$ cat config.mk
export PLATFORM = sky130hd
export DESIGN_NAME = vga_timing_gen
export DESIGN_NICKNAME = d
export VERILOG_FILES = /design/src/rtl/vga_pkg.sv /design/src/rtl/vga_timing_gen_pix_tick_gen.sv /design/src/rtl/vga_timing_gen.sv
export SDC_FILE = /design/constraint.sdc
export NUM_CORES = 1
export LEC_CHECK = 0
export ABC_AREA = 1
export ABC_CLOCK_PERIOD_IN_PS = 3500
export CAP_MARGIN = 20
export CORE_MARGIN = 2
export CORE_UTILIZATION = 40
export DETAILED_ROUTE_END_ITERATION = 12
export GPL_ROUTABILITY_DRIVEN = 0
export SETUP_SLACK_MARGIN = 0.15
export SLEW_MARGIN = 10
export SYNTH_ARGS = -nofsm -noshare
export SYNTH_HDL_FRONTEND = slang
export SYNTH_SLANG_ARGS = --single-unit
export TNS_END_PERCENT = 1
$ cat constraint.sdc
create_clock -name clk -period 3.5 [get_ports clk]
set_input_delay 0.35 -clock clk [delete_from_list [all_inputs] [get_ports clk]]
set_output_delay 0.35 -clock clk [all_outputs]
set_load 0.005 [all_outputs]
$ cat src/rtl/vga_pkg.sv
// Shared VGA timing package: default 640x480@60 timing and helpers
// used by the timing generator, colour and decider stages.
package vga_pkg;

  localparam int CNT_W        = 10;
  localparam int DIV_DEF      = 4;
  localparam int SYNC_DLY_DEF = 1;

  localparam int H_ACTIVE_DEF = 640;
  localparam int H_FP_DEF     = 16;
  localparam int H_SYNC_DEF   = 96;
  localparam int H_BP_DEF     = 48;

  localparam int V_ACTIVE_DEF = 480;
  localparam int V_FP_DEF     = 10;
  localparam int V_SYNC_DEF   = 2;
  localparam int V_BP_DEF     = 33;

  function automatic int total(
    input int act, input int fp,
    input int sw,  input int bp
  );
    return act + fp + sw + bp;
  endfunction

  function automatic int sync_lo(input int act, input int fp);
    return act + fp;
  endfunction

  function automatic int sync_hi(
    input int act, input int fp, input int sw
  );
    return act + fp + sw - 1;
  endfunction

  localparam int H_TOTAL_DEF =
    total(H_ACTIVE_DEF, H_FP_DEF, H_SYNC_DEF, H_BP_DEF);
  localparam int V_TOTAL_DEF =
    total(V_ACTIVE_DEF, V_FP_DEF, V_SYNC_DEF, V_BP_DEF);

  typedef struct packed {
    logic             video_on;
    logic [CNT_W-1:0] col;
    logic [CNT_W-1:0] row;
    logic             frame_start;
  } vga_pix_t;

endpackage

$ cat src/rtl/vga_timing_gen_pix_tick_gen.sv
// Pixel-rate tick divider: one-clk tick every DIV clocks.
module pix_tick_gen #(
  parameter int DIV = 4
) (
  input  logic clk,
  input  logic reset,
  output logic tick
);

  localparam logic [3:0] LAST = 4'(DIV - 1);

  logic [3:0] div_q, div_d;

  assign tick = (div_q == LAST);

  always_comb begin
    div_d = div_q + 4'd1;
    if (tick) div_d = 4'd0;
  end

  always_ff @(posedge clk or posedge reset) begin
    if (reset) div_q <= 4'd0;
    else       div_q <= div_d;
  end

endmodule

$ cat src/rtl/vga_timing_gen.sv
// VGA raster counters with registered pixel outputs and
// delayed active-low syncs aligned to the colour pipeline.
module vga_timing_gen
  import vga_pkg::*;
#(
  parameter int DIV      = DIV_DEF,
  parameter int H_ACTIVE = H_ACTIVE_DEF,
  parameter int H_FP     = H_FP_DEF,
  parameter int H_SYNC   = H_SYNC_DEF,
  parameter int H_BP     = H_BP_DEF,
  parameter int V_ACTIVE = V_ACTIVE_DEF,
  parameter int V_FP     = V_FP_DEF,
  parameter int V_SYNC   = V_SYNC_DEF,
  parameter int V_BP     = V_BP_DEF,
  parameter int SYNC_DLY = SYNC_DLY_DEF
) (
  input  logic       clk,
  input  logic       reset,
  output logic       video_on,
  output logic [9:0] pixel_column,
  output logic [9:0] pixel_row,
  output logic       horiz_sync,
  output logic       vert_sync,
  output logic       frame_start
);

  localparam int HT = total(H_ACTIVE, H_FP, H_SYNC, H_BP);
  localparam int VT = total(V_ACTIVE, V_FP, V_SYNC, V_BP);

  localparam logic [9:0] H_LAST = 10'(HT - 1);
  localparam logic [9:0] V_LAST = 10'(VT - 1);
  localparam logic [9:0] H_ACT  = 10'(H_ACTIVE);
  localparam logic [9:0] V_ACT  = 10'(V_ACTIVE);
  localparam logic [9:0] HS_LO  = 10'(sync_lo(H_ACTIVE, H_FP));
  localparam logic [9:0] HS_HI  = 10'(sync_hi(H_ACTIVE, H_FP, H_SYNC));
  localparam logic [9:0] VS_LO  = 10'(sync_lo(V_ACTIVE, V_FP));
  localparam logic [9:0] VS_HI  = 10'(sync_hi(V_ACTIVE, V_FP, V_SYNC));

  if (HT > 1024 || VT > 1024 || DIV < 1 || DIV > 16 || SYNC_DLY < 0)
  begin : g_bad_params
    $error("vga_timing_gen: illegal timing parameters");
  end

  logic       tick;
  logic [9:0] h_cnt_q, h_cnt_d;
  logic [9:0] v_cnt_q, v_cnt_d;
  logic       wrap_q, wrap_d;
  vga_pix_t   pix_q, pix_d;
  logic       hs_raw, vs_raw;

  logic [SYNC_DLY:0] hs_pipe_q, hs_pipe_d;
  logic [SYNC_DLY:0] vs_pipe_q, vs_pipe_d;

  pix_tick_gen #(
    .DIV (DIV)
  ) u_tick (
    .clk   (clk),
    .reset (reset),
    .tick  (tick)
  );

  always_comb begin
    h_cnt_d = h_cnt_q;
    v_cnt_d = v_cnt_q;
    wrap_d  = 1'b0;
    if (tick) begin
      if (h_cnt_q == H_LAST) begin
        h_cnt_d = 10'd0;
        if (v_cnt_q == V_LAST) begin
          v_cnt_d = 10'd0;
          wrap_d  = 1'b1;
        end else begin
          v_cnt_d = v_cnt_q + 10'd1;
        end
      end else begin
        h_cnt_d = h_cnt_q + 10'd1;
      end
    end
  end

  // wrap_q marks the clk right after the (0,0) wrap edge
  always_comb begin
    pix_d.video_on    = (h_cnt_q < H_ACT) && (v_cnt_q < V_ACT);
    pix_d.col         = h_cnt_q;
    pix_d.row         = v_cnt_q;
    pix_d.frame_start = wrap_q;
    hs_raw = !((h_cnt_q >= HS_LO) && (h_cnt_q <= HS_HI));
    vs_raw = !((v_cnt_q >= VS_LO) && (v_cnt_q <= VS_HI));
  end

  always_comb begin
    hs_pipe_d    = hs_pipe_q;
    vs_pipe_d    = vs_pipe_q;
    hs_pipe_d[0] = hs_raw;
    vs_pipe_d[0] = vs_raw;
    for (int i = 1; i <= SYNC_DLY; i++) begin
      hs_pipe_d[i] = hs_pipe_q[i-1];
      vs_pipe_d[i] = vs_pipe_q[i-1];
    end
  end

  always_ff @(posedge clk or posedge reset) begin
    if (reset) begin
      h_cnt_q   <= '0;
      v_cnt_q   <= '0;
      wrap_q    <= 1'b0;
      pix_q     <= '0;
      hs_pipe_q <= '1;
      vs_pipe_q <= '1;
    end else begin
      h_cnt_q   <= h_cnt_d;
      v_cnt_q   <= v_cnt_d;
      wrap_q    <= wrap_d;
      pix_q     <= pix_d;
      hs_pipe_q <= hs_pipe_d;
      vs_pipe_q <= vs_pipe_d;
    end
  end

  assign video_on     = pix_q.video_on;
  assign pixel_column = pix_q.col;
  assign pixel_row    = pix_q.row;
  assign frame_start  = pix_q.frame_start;
  assign horiz_sync   = hs_pipe_q[SYNC_DLY];
  assign vert_sync    = vs_pipe_q[SYNC_DLY];

endmodule

Yosys cells after proc, flatten, opt, wreduce, memory -nomap -nowiden
Cells that the tools add are included.
Storage, ports and cells
  logic and storage cells: 34
  bits in registers: 51
  output and inout bits: 24
Operators by class
  reductions and logical operators: 6
  order comparisons: 6
  equal/unequal tests: 3
  mux-type cells: 6
  $add $sub $neg: 3
Operators with widths (count)
  10-bit by 1-bit adder with 10-bit output, second input constant: 2
  10-bit equality test, second input constant: 2
  10-bit 2-to-1 mux: 2
  10-bit greater-or-equal comparator, second input constant: 1
  10-bit by 9-bit greater-or-equal comparator with 1-bit output, second input constant: 1
  10-bit <= comparator, second input constant: 1
  10-bit by 9-bit <= comparator with 1-bit output, second input constant: 1
  10-bit < comparator, second input constant: 1
  10-bit by 9-bit < comparator with 1-bit output, second input constant: 1
  4-bit by 1-bit adder with 4-bit output, second input constant: 1
  4-bit by 2-bit equality test with 1-bit output, second input constant: 1
  4-bit 2-to-1 mux: 1
  1-bit logical AND: 3
  1-bit 2-to-1 mux: 3
  1-bit logical NOT: 2
  2-bit AND reduction: 1

Depth between registers and ports, before layout
Gate-level depths: netlist (run 1).
  depth after elaboration: 4
  depth in mapped cells: 8

Hierarchy
A second synthesis (run 1) with hierarchy kept.
Second synthesis, totals
  cell total of the unflattened synthesis: 217
  area, all modules: 2142.1 um^2
By module, submodules not included
  vga_timing_gen: area each 1956.9 um^2, cells an instance 196, instances 1, seq. area each 1181.1 um^2
  pix_tick_gen: area each 185.2 um^2, cells an instance 21, instances 1, seq. area each 100.1 um^2

Worst setup path before layout (run 1)
OpenSTA, ideal clock, no wires.
  path kind: register to register
  from: register u_tick.div_q[0]
  to: register v_cnt_q[5]
  library setup time: 127 ps
  required time: 3373 ps
  arrival time: 1208 ps
  path slack: 2165 ps
  stages on the path, launching flop included: 8
  path buffers: 1
  path through: dfrtp_1 -> ha_1 -> nand3_4 -> inv_2 -> nand4_1 -> buf_4 -> nand2_1 -> o21ai_0
Between the ends
  longest elaborated chain between the ends: 2
RTL lines
  start, declared: RTL line vga_timing_gen_pix_tick_gen.sv:12  | logic [3:0] div_q, div_d;
  start signal, assigned: RTL line vga_timing_gen_pix_tick_gen.sv:23  | else div_q <= div_d;
  4-bit by 2-bit equality test with 1-bit output: RTL line vga_timing_gen_pix_tick_gen.sv:14  | assign tick = (div_q == LAST);
  2-bit AND reduction (no line)
  end signal, assigned: RTL line vga_timing_gen.sv:112  | v_cnt_q <= v_cnt_d;
  end, declared: RTL line vga_timing_gen.sv:46  | logic [9:0] v_cnt_q, v_cnt_d;
No other way between the ends.
A chain may end at the register's enable or synchronous reset.

Worst setup path in the final report (run 1)
  from: register u_tick.div_q[0]
  to: register v_cnt_q[4]
Same word-level chain as after synthesis.

==> flow_summary.html, run 1 <==
<table>
<tr><th>Metric</th><th>Value</th></tr>
<tr><th colspan="2">Critical path</th></tr>
<tr><td>Setup crit start</td><td>u_tick.div_q[0]</td></tr>
<tr><td>Biggest cell delay along the critical path</td><td>0.41 ns</td></tr>
<tr><td>Ordered cell list for the critical path</td><td>ha_1 -&gt; nand3_4 -&gt; inv_2 -&gt; nand4_1 -&gt; o21ai_0</td></tr>
<tr><td>Critical Path Start Type</td><td>register</td></tr>
<tr><td>Cell family contributing the most delay on the critical path</td><td>simple AND/OR/NAND/NOR gates</td></tr>
<tr><td>Max stage delay cell, worst path</td><td>sky130_fd_sc_hd__nand4_1</td></tr>
<tr><td>Cells on worst reg2reg path</td><td>5</td></tr>
<tr><td>Data arrival time at the worst-slack endpoint</td><td>1.91 ns</td></tr>
<tr><td>Data required time at the worst endpoint</td><td>3.71 ns</td></tr>
<tr><td>Setup CP Type</td><td>register to register</td></tr>
<tr><td>Critical R2R Capture</td><td>v_cnt_q[4]</td></tr>
<tr><td>Reg2Reg Setup Slack</td><td>1.80 ns</td></tr>
<tr><td>Maximum net fanout on the critical path</td><td>12</td></tr>
<tr><td>Kind of capture point of the worst setup path</td><td>register</td></tr>
<tr><td>Worst flop-to-flop path startpoint</td><td>u_tick.div_q[0]</td></tr>
<tr><td>Bufs and invs on worst path</td><td>1</td></tr>
<tr><th colspan="2">Logic synthesis</th></tr>
<tr><td>EDFF count, synth</td><td>0</td></tr>
<tr><td>Number of standard cells after synthesis</td><td>213</td></tr>
<tr><td>Sequential-to-total area share from yosys stat</td><td>60.99%</td></tr>
<tr><td>Ys async rst share</td><td>100.0%</td></tr>
<tr><td>Predominant post-synthesis flop cell</td><td>sky130_fd_sc_hd__dfrtp_1</td></tr>
<tr><td>Post-synthesis net count</td><td>220</td></tr>
<tr><td>Mapped Area</td><td>2101 sq um</td></tr>
<tr><td>Largest area contributor in the synthesized netlist</td><td>sky130_fd_sc_hd__dfrtp_1</td></tr>
<tr><td>Number of distinct library cells after synthesis</td><td>29</td></tr>
<tr><td>Mean instance size in the synthesized netlist</td><td>9.863 sq um</td></tr>
<tr><td>Top cells by area in the synthesized netlist</td><td>sky130_fd_sc_hd__dfrtp_1, sky130_fd_sc_hd__nand2_1, sky130_fd_sc_hd__inv_1</td></tr>
<tr><td>Proportion of netlist area held by the largest area contributor</td><td>55.99%</td></tr>
<tr><td>Seq cells post-synth</td><td>51</td></tr>
<tr><td>Synth warnings</td><td>0</td></tr>
<tr><td>Most used standard cells in the synthesized netlist</td><td>sky130_fd_sc_hd__dfrtp_1, sky130_fd_sc_hd__nand2_1, sky130_fd_sc_hd__inv_1, sky130_fd_sc_hd__nor2_1, sky130_fd_sc_hd__nand3_1</td></tr>
<tr><td>Most common cell in the netlist</td><td>sky130_fd_sc_hd__dfrtp_1</td></tr>
<tr><th colspan="2">Power</th></tr>
<tr><td>Part of the power in combinational logic</td><td>1.5%</td></tr>
<tr><td>Maximum vdd ir drop</td><td>168.3 uV</td></tr>
<tr><td>Switching Share</td><td>19.81%</td></tr>
<tr><td>Internal power</td><td>772.8 uW</td></tr>
<tr><td>Post-route total power</td><td>963.7 uW</td></tr>
<tr><td>Clock share of power</td><td>37.4%</td></tr>
<tr><td>Leakage</td><td>1.167 nW</td></tr>
<tr><td>Pwr/cell area</td><td>380.2 nW/um^2</td></tr>
<tr><td>Power dissipated by switching net loads</td><td>190.9 uW</td></tr>
<tr><td>Part of the total power dissipated in sequential elements</td><td>61.1%</td></tr>
<tr><th colspan="2">GRT</th></tr>
<tr><td>All-layer global routing usage</td><td>13.43%</td></tr>
<tr><td>Largest net degree at the start of global routing</td><td>52</td></tr>
<tr><td>Antenna violations before repair</td><td>0</td></tr>
<tr><td>First-pass GRT wire length</td><td>6223 microns</td></tr>
<tr><td>Grt total ovfl</td><td>0</td></tr>
<tr><td>Via count of the first global-routing pass</td><td>1,328</td></tr>
<tr><th colspan="2">Die</th></tr>
<tr><td>Initial core utilization</td><td>41.40%</td></tr>
<tr><td>Die span in y</td><td>76.47 microns</td></tr>
<tr><td>Area enclosed by the die boundary</td><td>5848 sq um</td></tr>
<tr><td>Core ar.</td><td>5075 sq um</td></tr>
<tr><td>Io pins</td><td>26</td></tr>
<tr><td>Row cnt</td><td>26</td></tr>
<tr><td>Die boundary width</td><td>76.47 microns</td></tr>
<tr><th colspan="2">Outcome</th></tr>
<tr><td>Result of the run</td><td>finished clean</td></tr>
<tr><th colspan="2">Detailed routing</th></tr>
<tr><td>Vias per std cell</td><td>4.545</td></tr>
<tr><td>Initial DRT Pass Iterations</td><td>4</td></tr>
<tr><td>Average wire per cell in the routed design</td><td>11.25 microns</td></tr>
<tr><td>Detailed route wirelength on metal3</td><td>132 microns</td></tr>
<tr><td>Final antenna-violating net count</td><td>0</td></tr>
<tr><td>Drt first-iter violations</td><td>88</td></tr>
<tr><td>Post-detailed-route DRC marker count</td><td>0</td></tr>
<tr><td>Via Count</td><td>1,427</td></tr>
<tr><td>Sum of met2 wire segment lengths after detailed routing</td><td>1575 microns</td></tr>
<tr><td>Sum of routed wire length over all layers</td><td>3532 microns</td></tr>
<tr><td>Highest metal layer used by the detailed router</td><td>met4</td></tr>
<tr><td>Wire length on met1</td><td>1776 microns</td></tr>
<tr><th colspan="2">Timing</th></tr>
<tr><td>RSZ-0062 raised after global routing</td><td>false</td></tr>
<tr><td>Worst relative slew slack</td><td>66.76%</td></tr>
<tr><td>Fin Hold WS</td><td>0.3325 ns</td></tr>
<tr><td>Max-slew violation count</td><td>0</td></tr>
<tr><td>Setup-failing EPs final</td><td>0</td></tr>
<tr><td>Worst Max-Slew Pin Slew</td><td>0.4971 ns</td></tr>
<tr><td>Post-route clock skew</td><td>0.008108 ns</td></tr>
<tr><td>Count of final hold-check violations</td><td>0</td></tr>
<tr><td>Fmax achieved</td><td>0.5872 GHz</td></tr>
<tr><td>Setup TNS</td><td>0 ns</td></tr>
<tr><td>PnR worst setup slack</td><td>1.797 ns</td></tr>
<tr><td>Tcrit/Tclk final</td><td>48.65%</td></tr>
<tr><td>Minimum clock period</td><td>1.703 ns</td></tr>
<tr><th colspan="2">Layout</th></tr>
<tr><td>Ant. Diodes</td><td>0</td></tr>
<tr><td>Area overhead of the layout relative to synthesis</td><td>20.67%</td></tr>
<tr><td>Layout cell share with drive strength beyond 1</td><td>9.016%</td></tr>
<tr><td>Non-filler instance count after layout</td><td>314</td></tr>
<tr><td>Layout net count</td><td>250</td></tr>
<tr><th colspan="2">Clock tree</th></tr>
<tr><td>Clk slew on worst S/H paths</td><td>0.09 ns</td></tr>
<tr><td>CTS Root Buffer Type</td><td>sky130_fd_sc_hd__clkbuf_8</td></tr>
<tr><td>Clock Sinks</td><td>51</td></tr>
<tr><td>Number of buffers inserted to repair setup after CTS</td><td>0</td></tr>
<tr><td>TritonCTS clock tree</td><td>yes</td></tr>
<tr><td>Post-CTS resize count</td><td>0</td></tr>
<tr><td>Number of H-tree branching levels</td><td>2</td></tr>
<tr><td>Clock buffer count from CTS</td><td>5</td></tr>
<tr><td>Hold-fix buffers, CTS</td><td>0</td></tr>
<tr><td>Latest clock arrival within the worst-skew pair</td><td>0.30 ns</td></tr>
<tr><td>Number of buffers between clock root and the deepest sink</td><td>2</td></tr>
<tr><th colspan="2">Placement</th></tr>
<tr><td>Setup slack after placement</td><td>1.792 ns</td></tr>
<tr><td>HPWL after DPL</td><td>2394 microns</td></tr>
<tr><td>Number of I/O port buffers</td><td>25</td></tr>
<tr><td>Total placed cells including tap cells</td><td>305</td></tr>
<tr><th colspan="2">Run</th></tr>
<tr><td>Count of max-cap constraint violations</td><td>0</td></tr>
<tr><th colspan="2">Hold path</th></tr>
<tr><td>Path class of the lowest-slack min-delay path</td><td>input pin to asynchronous set/reset pin</td></tr>
</table>
==> power groups by stage <==
stage | Clock (mW) | Sequential [mW] | Combinational, mW
6_report | 0.360 | 0.589 | 0.0144
5_1_grt | 0.399 | 0.589 | 0.0169
4_1_cts | 0.373 | 0.589 | 0.0128
3_5_place_dp | 0 | 0.600 | 0.0128
3_3_place_gp | 0 | 0.600 | 0.0127
2_1_floorplan | 0 | 0.600 | 0.00858
==> state kept, by name (all words and copies together) (netlist names) <==
| register | count |
|---|---|
| frame_start | 1 |
| h_cnt_q | 10 |
| hs_pipe_q | 2 |
| pixel_column | 10 |
| pixel_row | 10 |
| u_tick.div_q | 4 |
| v_cnt_q | 10 |
| video_on | 1 |
| vs_pipe_q | 2 |
| wrap_q | 1 |
==> worst register-to-register path: stages (launching register included) <==
cell and delay [ns]:
sky130_fd_sc_hd__dfrtp_1 0.37, sky130_fd_sc_hd__ha_1 0.24, sky130_fd_sc_hd__nand3_4 0.14, sky130_fd_sc_hd__inv_2 0.15, sky130_fd_sc_hd__nand4_1 0.41, sky130_fd_sc_hd__o21ai_0 0.30
==> placed cells by master (no fill, tap or decap), types with 2 or more instances in the layout <==
cell and n:
sky130_fd_sc_hd__o21ai_1 2, sky130_fd_sc_hd__clkbuf_8 7, sky130_fd_sc_hd__dfrtp_1 47, sky130_fd_sc_hd__nor3_1 4, sky130_fd_sc_hd__nor2_1 21, sky130_fd_sc_hd__nand2_1 39
sky130_fd_sc_hd__inv_1 29, sky130_fd_sc_hd__nand4_1 5, sky130_fd_sc_hd__xnor2_1 2, sky130_fd_sc_hd__nand3_1 19, sky130_fd_sc_hd__ha_1 5, sky130_fd_sc_hd__or2_2 2
sky130_fd_sc_hd__inv_2 2, sky130_fd_sc_hd__clkdlybuf4s50_1 25, sky130_fd_sc_hd__o21ai_0 12, sky130_fd_sc_hd__xor2_1 5, sky130_fd_sc_hd__nor2_2 2, sky130_fd_sc_hd__dfstp_2 4
==> worst max path at each step <==
stage | to | slack [ns] | depth (start not counted)
6_report | v_cnt_q[4] | 1.80 | 5
4_1_cts | v_cnt_q[4] | 1.76 | 5
3_5_place_dp | v_cnt_q[4] | 1.79 | 5
5_1_grt | v_cnt_q[4] | 1.58 | 6
2_1_floorplan | frame_start | 1.93 | 1
3_3_place_gp | v_cnt_q[4] | 1.85 | 6
==> per-layer routing <==
metal | up-vias | GRT usage (%)
met2 | 29 | 19.65
met3 | 4 | 3.555
met5 | - | 0
met4 | 0 | 6.000
li1 | 735 | -
met1 | 659 | 18.78
==> logic make-up after synthesis <==
logic type / count (synthesis) / share of synthesized area [%]
adders and majority gates: 5 / 2.978
DFF: 51 / 60.99
xor gates and xnor gates: 7 / 2.918
buffers and inverters: 34 / 6.670
AOI/OAI and AO/OA: 18 / 4.586
and+or+nand+nor: 98 / 21.86
==> area by class of cell <==
type	count	area, sq um
multi-input cells	128	679.4
well taps	70	87.58
repair buffers	26	270.3
clock buffers	8	100.1
fillers	496	2540
flip-flops and latches	51	1281
inverters	31	116.4
==> stage by stage <==
step | instance area [sq um] | utilization (%)
floorplan | 2101 | -
global placement | 2415 | 47.58
detailed placement | 2415 | 47.58
CTS | 2515 | 49.56
global route | 2535 | 49.95
finish | 2535 | 49.95
(Power assumes the default switching activity.)
==> run 2: changes to the inputs <==
Settings changed: ABC_CLOCK_PERIOD_IN_PS 3500 to 1800.
Clock period 3.5 ns to 1.8 ns, I/O delays scaled along.
==> run 2 against run 1 <==
Against the previous run: register-to-register slack worse by 1.5 ns; sequential cell count stayed put; sequential share of layout area down 0.69 points; critical path type unchanged; largest power group unchanged; highest routed layer unchanged.
==> flow_summary.html, run 2 (synthesis gave the netlist of run 1 again) <==
<table>
<tr><th>Metric</th><th>Value</th></tr>
<tr><th colspan="2">Outcome</th></tr>
<tr><td>Result of the run</td><td>finished clean</td></tr>
<tr><th colspan="2">Detailed routing</th></tr>
<tr><td>Final antenna-violating net count</td><td>0 (unchanged)</td></tr>
<tr><td>Drt first-iter violations</td><td>86 (-2.3%)</td></tr>
<tr><td>Sum of routed wire length over all layers</td><td>3566 microns (+0.96%)</td></tr>
<tr><td>Post-detailed-route DRC marker count</td><td>0 (unchanged)</td></tr>
<tr><td>Vias per std cell</td><td>4.655 (+2.4%)</td></tr>
<tr><td>Average wire per cell in the routed design</td><td>11.28 microns (+0.32%)</td></tr>
<tr><td>Initial DRT Pass Iterations</td><td>4 (unchanged)</td></tr>
<tr><td>Via Count</td><td>1,471 (+3.1%)</td></tr>
<tr><th colspan="2">Critical path</th></tr>
<tr><td>Biggest cell delay along the critical path</td><td>0.38 ns (-0.03 ns)</td></tr>
<tr><td>Critical Path Start Type</td><td>register</td></tr>
<tr><td>Reg2Reg Setup Slack</td><td>0.27 ns (-1.53 ns)</td></tr>
<tr><td>Ordered cell list for the critical path</td><td>ha_1 -&gt; nand3_4 -&gt; nor3_1 -&gt; nand2_1 -&gt; xor2_1</td></tr>
<tr><td>Max stage delay cell, worst path</td><td>sky130_fd_sc_hd__dfrtp_1</td></tr>
<tr><td>Setup CP Type</td><td>register to register</td></tr>
<tr><td>Bufs and invs on worst path</td><td>0 (-1)</td></tr>
<tr><td>Data required time at the worst endpoint</td><td>1.99 ns (-1.72 ns)</td></tr>
<tr><td>Cells on worst reg2reg path</td><td>5 (unchanged)</td></tr>
<tr><td>Critical R2R Capture</td><td>h_cnt_q[7]</td></tr>
<tr><td>Cell family contributing the most delay on the critical path</td><td>simple AND/OR/NAND/NOR gates</td></tr>
<tr><td>Maximum net fanout on the critical path</td><td>8 (-4)</td></tr>
<tr><td>Kind of capture point of the worst setup path</td><td>register</td></tr>
<tr><td>Data arrival time at the worst-slack endpoint</td><td>1.72 ns (-0.19 ns)</td></tr>
<tr><td>Worst flop-to-flop path startpoint</td><td>u_tick.div_q[0]</td></tr>
<tr><th colspan="2">GRT</th></tr>
<tr><td>Largest net degree at the start of global routing</td><td>28 (-46%)</td></tr>
<tr><td>All-layer global routing usage</td><td>13.78% (+0.35 points)</td></tr>
<tr><td>First-pass GRT wire length</td><td>6451 microns (+3.7%)</td></tr>
<tr><td>Via count of the first global-routing pass</td><td>1,392 (+4.8%)</td></tr>
<tr><td>Antenna violations before repair</td><td>0 (unchanged)</td></tr>
<tr><td>Grt total ovfl</td><td>0 (unchanged)</td></tr>
<tr><th colspan="2">Timing</th></tr>
<tr><td>Post-route clock skew</td><td>0.007598 ns (-0.0005098 ns)</td></tr>
<tr><td>Tcrit/Tclk final</td><td>85.27% (+37 points)</td></tr>
<tr><td>Worst Max-Slew Pin Slew</td><td>0.4202 ns (-0.07697 ns)</td></tr>
<tr><td>Worst relative slew slack</td><td>71.77% (+5.0 points)</td></tr>
<tr><td>Fmax achieved</td><td>0.6515 GHz (+11%)</td></tr>
<tr><td>Setup TNS</td><td>0 ns (unchanged)</td></tr>
<tr><td>Count of final hold-check violations</td><td>0 (unchanged)</td></tr>
<tr><td>Minimum clock period</td><td>1.535 ns (-0.1680 ns)</td></tr>
<tr><td>Setup-failing EPs final</td><td>0 (unchanged)</td></tr>
<tr><td>Max-slew violation count</td><td>0 (unchanged)</td></tr>
<tr><td>RSZ-0062 raised after global routing</td><td>true</td></tr>
<tr><th colspan="2">Placement</th></tr>
<tr><td>Number of I/O port buffers</td><td>25 (unchanged)</td></tr>
<tr><td>HPWL after DPL</td><td>2543 microns (+6.2%)</td></tr>
<tr><td>Placed inst area</td><td>2437 sq um (+0.93%)</td></tr>
<tr><th colspan="2">Clock tree</th></tr>
<tr><td>Hold-fix buffers, CTS</td><td>0 (unchanged)</td></tr>
<tr><td>Clock Sinks</td><td>51 (unchanged)</td></tr>
<tr><td>Number of buffers inserted to repair setup after CTS</td><td>0 (unchanged)</td></tr>
<tr><td>TritonCTS clock tree</td><td>yes</td></tr>
<tr><td>Latest clock arrival within the worst-skew pair</td><td>0.30 ns (about the same)</td></tr>
<tr><td>Clock buffer count from CTS</td><td>5 (unchanged)</td></tr>
<tr><td>Clk slew on worst S/H paths</td><td>0.09 ns (about the same)</td></tr>
<tr><td>CTS Root Buffer Type</td><td>sky130_fd_sc_hd__clkbuf_8</td></tr>
<tr><td>Number of buffers between clock root and the deepest sink</td><td>2 (unchanged)</td></tr>
<tr><td>Post-CTS resize count</td><td>0 (unchanged)</td></tr>
<tr><td>Number of H-tree branching levels</td><td>2 (unchanged)</td></tr>
<tr><th colspan="2">Layout</th></tr>
<tr><td>Seq. cell area</td><td>1281 sq um (unchanged)</td></tr>
<tr><td>Final design instance area without fill</td><td>2570 sq um (+1.4%)</td></tr>
<tr><td>Most common cell after layout, fill and taps aside</td><td>sky130_fd_sc_hd__dfrtp_1</td></tr>
<tr><td>Area overhead of the layout relative to synthesis</td><td>22.33%</td></tr>
<tr><td>Total area of multi-input combinational cells</td><td>679.4 sq um (unchanged)</td></tr>
<tr><td>Ant. Diodes</td><td>0 (unchanged)</td></tr>
<tr><td>Layout cell share with drive strength beyond 1</td><td>9.756% (+0.74 points)</td></tr>
<tr><td>Number of filler cells placed in the layout</td><td>487 (-1.8%)</td></tr>
<tr><td>Most frequent cells in the layout</td><td>sky130_fd_sc_hd__dfrtp_1, sky130_fd_sc_hd__nand2_1, sky130_fd_sc_hd__inv_1</td></tr>
<tr><td>Layout net count</td><td>252 (+0.80%)</td></tr>
<tr><th colspan="2">Power</th></tr>
<tr><td>Maximum vdd ir drop</td><td>420.9 uV (+150%)</td></tr>
<tr><td>Leakage</td><td>1.186 nW (+1.6%)</td></tr>
<tr><td>Pwr/cell area</td><td>811.8 nW/um^2 (+110%)</td></tr>
<tr><th colspan="2">Die</th></tr>
<tr><td>Die span in y</td><td>76.47 microns (unchanged)</td></tr>
<tr><td>Initial core utilization</td><td>41.40% (unchanged)</td></tr>
<tr><td>Die boundary width</td><td>76.47 microns (unchanged)</td></tr>
<tr><td>Io pins</td><td>26 (unchanged)</td></tr>
<tr><td>Area enclosed by the die boundary</td><td>5848 sq um (unchanged)</td></tr>
<tr><td>Row cnt</td><td>26 (unchanged)</td></tr>
<tr><td>Core ar.</td><td>5075 sq um (unchanged)</td></tr>
<tr><th colspan="2">Run</th></tr>
<tr><td>Count of max-cap constraint violations</td><td>0 (unchanged)</td></tr>
<tr><th colspan="2">Hold path</th></tr>
<tr><td>Path class of the lowest-slack min-delay path</td><td>input pin to asynchronous set/reset pin</td></tr>
</table>
run 2: changes by cell type in the layout (fill, tap and decap cells not counted):
| cell | delta |
|---|---|
| sky130_fd_sc_hd__bufinv_16 | +2 |
| sky130_fd_sc_hd__buf_4 | +3 |
| sky130_fd_sc_hd__clkbuf_8 | -2 |
| sky130_fd_sc_hd__buf_12 | -1 |
run 2: layer usage:
layer  vias to the layer above  global-route usage [%]  wire length, microns
li1                        741                       -                     -
met1                       689                   19.30                  1760
met2                        33                   20.27                  1573
met3                         8                   3.199                   151
met4                         0                   6.545                    80
met5                         -                       0                     0
run 2: layout make-up:
class	instances	area share [%]
repair buffers	28	10.61
well taps	70	3.408
clock buffers	6	2.824
inverters	31	4.528
clock inverters	2	2.337
flip-flops and latches	51	49.85
multi-input cells	128	26.44
run 2: power breakdown:
group | internal [mW] | switching [mW]
clock network | 0.555 | 0.360
registers | 1.15 | 0
logic | 0.00504 | 0.0211
run 2: worst reg2reg max path, delay by kind of cell, from the launching register on:
kind / cells / cell delay [ns]
XOR/XNOR: 1 / 0.16
adder cells (fa/ha/maj): 1 / 0.24
flip-flops: 1 / 0.38
AND/OR/NAND/NOR: 3 / 0.65
run 2: how the worst max path moves through the flow:
stage	startpoint	end	cells after the start
floorplan	reset	frame_start	1
global placement	u_tick.div_q[0]	h_cnt_q[7]	5
detailed placement	h_cnt_q[0]	v_cnt_q[6]	7
CTS	h_cnt_q[0]	v_cnt_q[6]	7
global route	h_cnt_q[0]	v_cnt_q[3]	7
finish	u_tick.div_q[0]	h_cnt_q[7]	5
run 2: per-stage QoR:
stage          std cells  hold slack (ns)  worst slack, ns  util (%)  power, mW
2_1_floorplan        213           0.3312           0.3971         -      1.184
3_3_place_gp         308           0.3328           0.3328     48.03      1.196
6_report             316           0.2384           0.2651     50.64      2.086
3_5_place_dp         308           0.3347           0.2835     48.03      1.196
4_1_cts              316           0.2423           0.2428     50.64      2.117
5_1_grt              316           0.2632           0.1309     50.64      2.166
==> run 3: changes to the inputs <==
Settings changed: CAP_MARGIN 20 to 10.
==> results of run 3 <==
No change in the layout: final DEF, timing and power equal those of run 2.
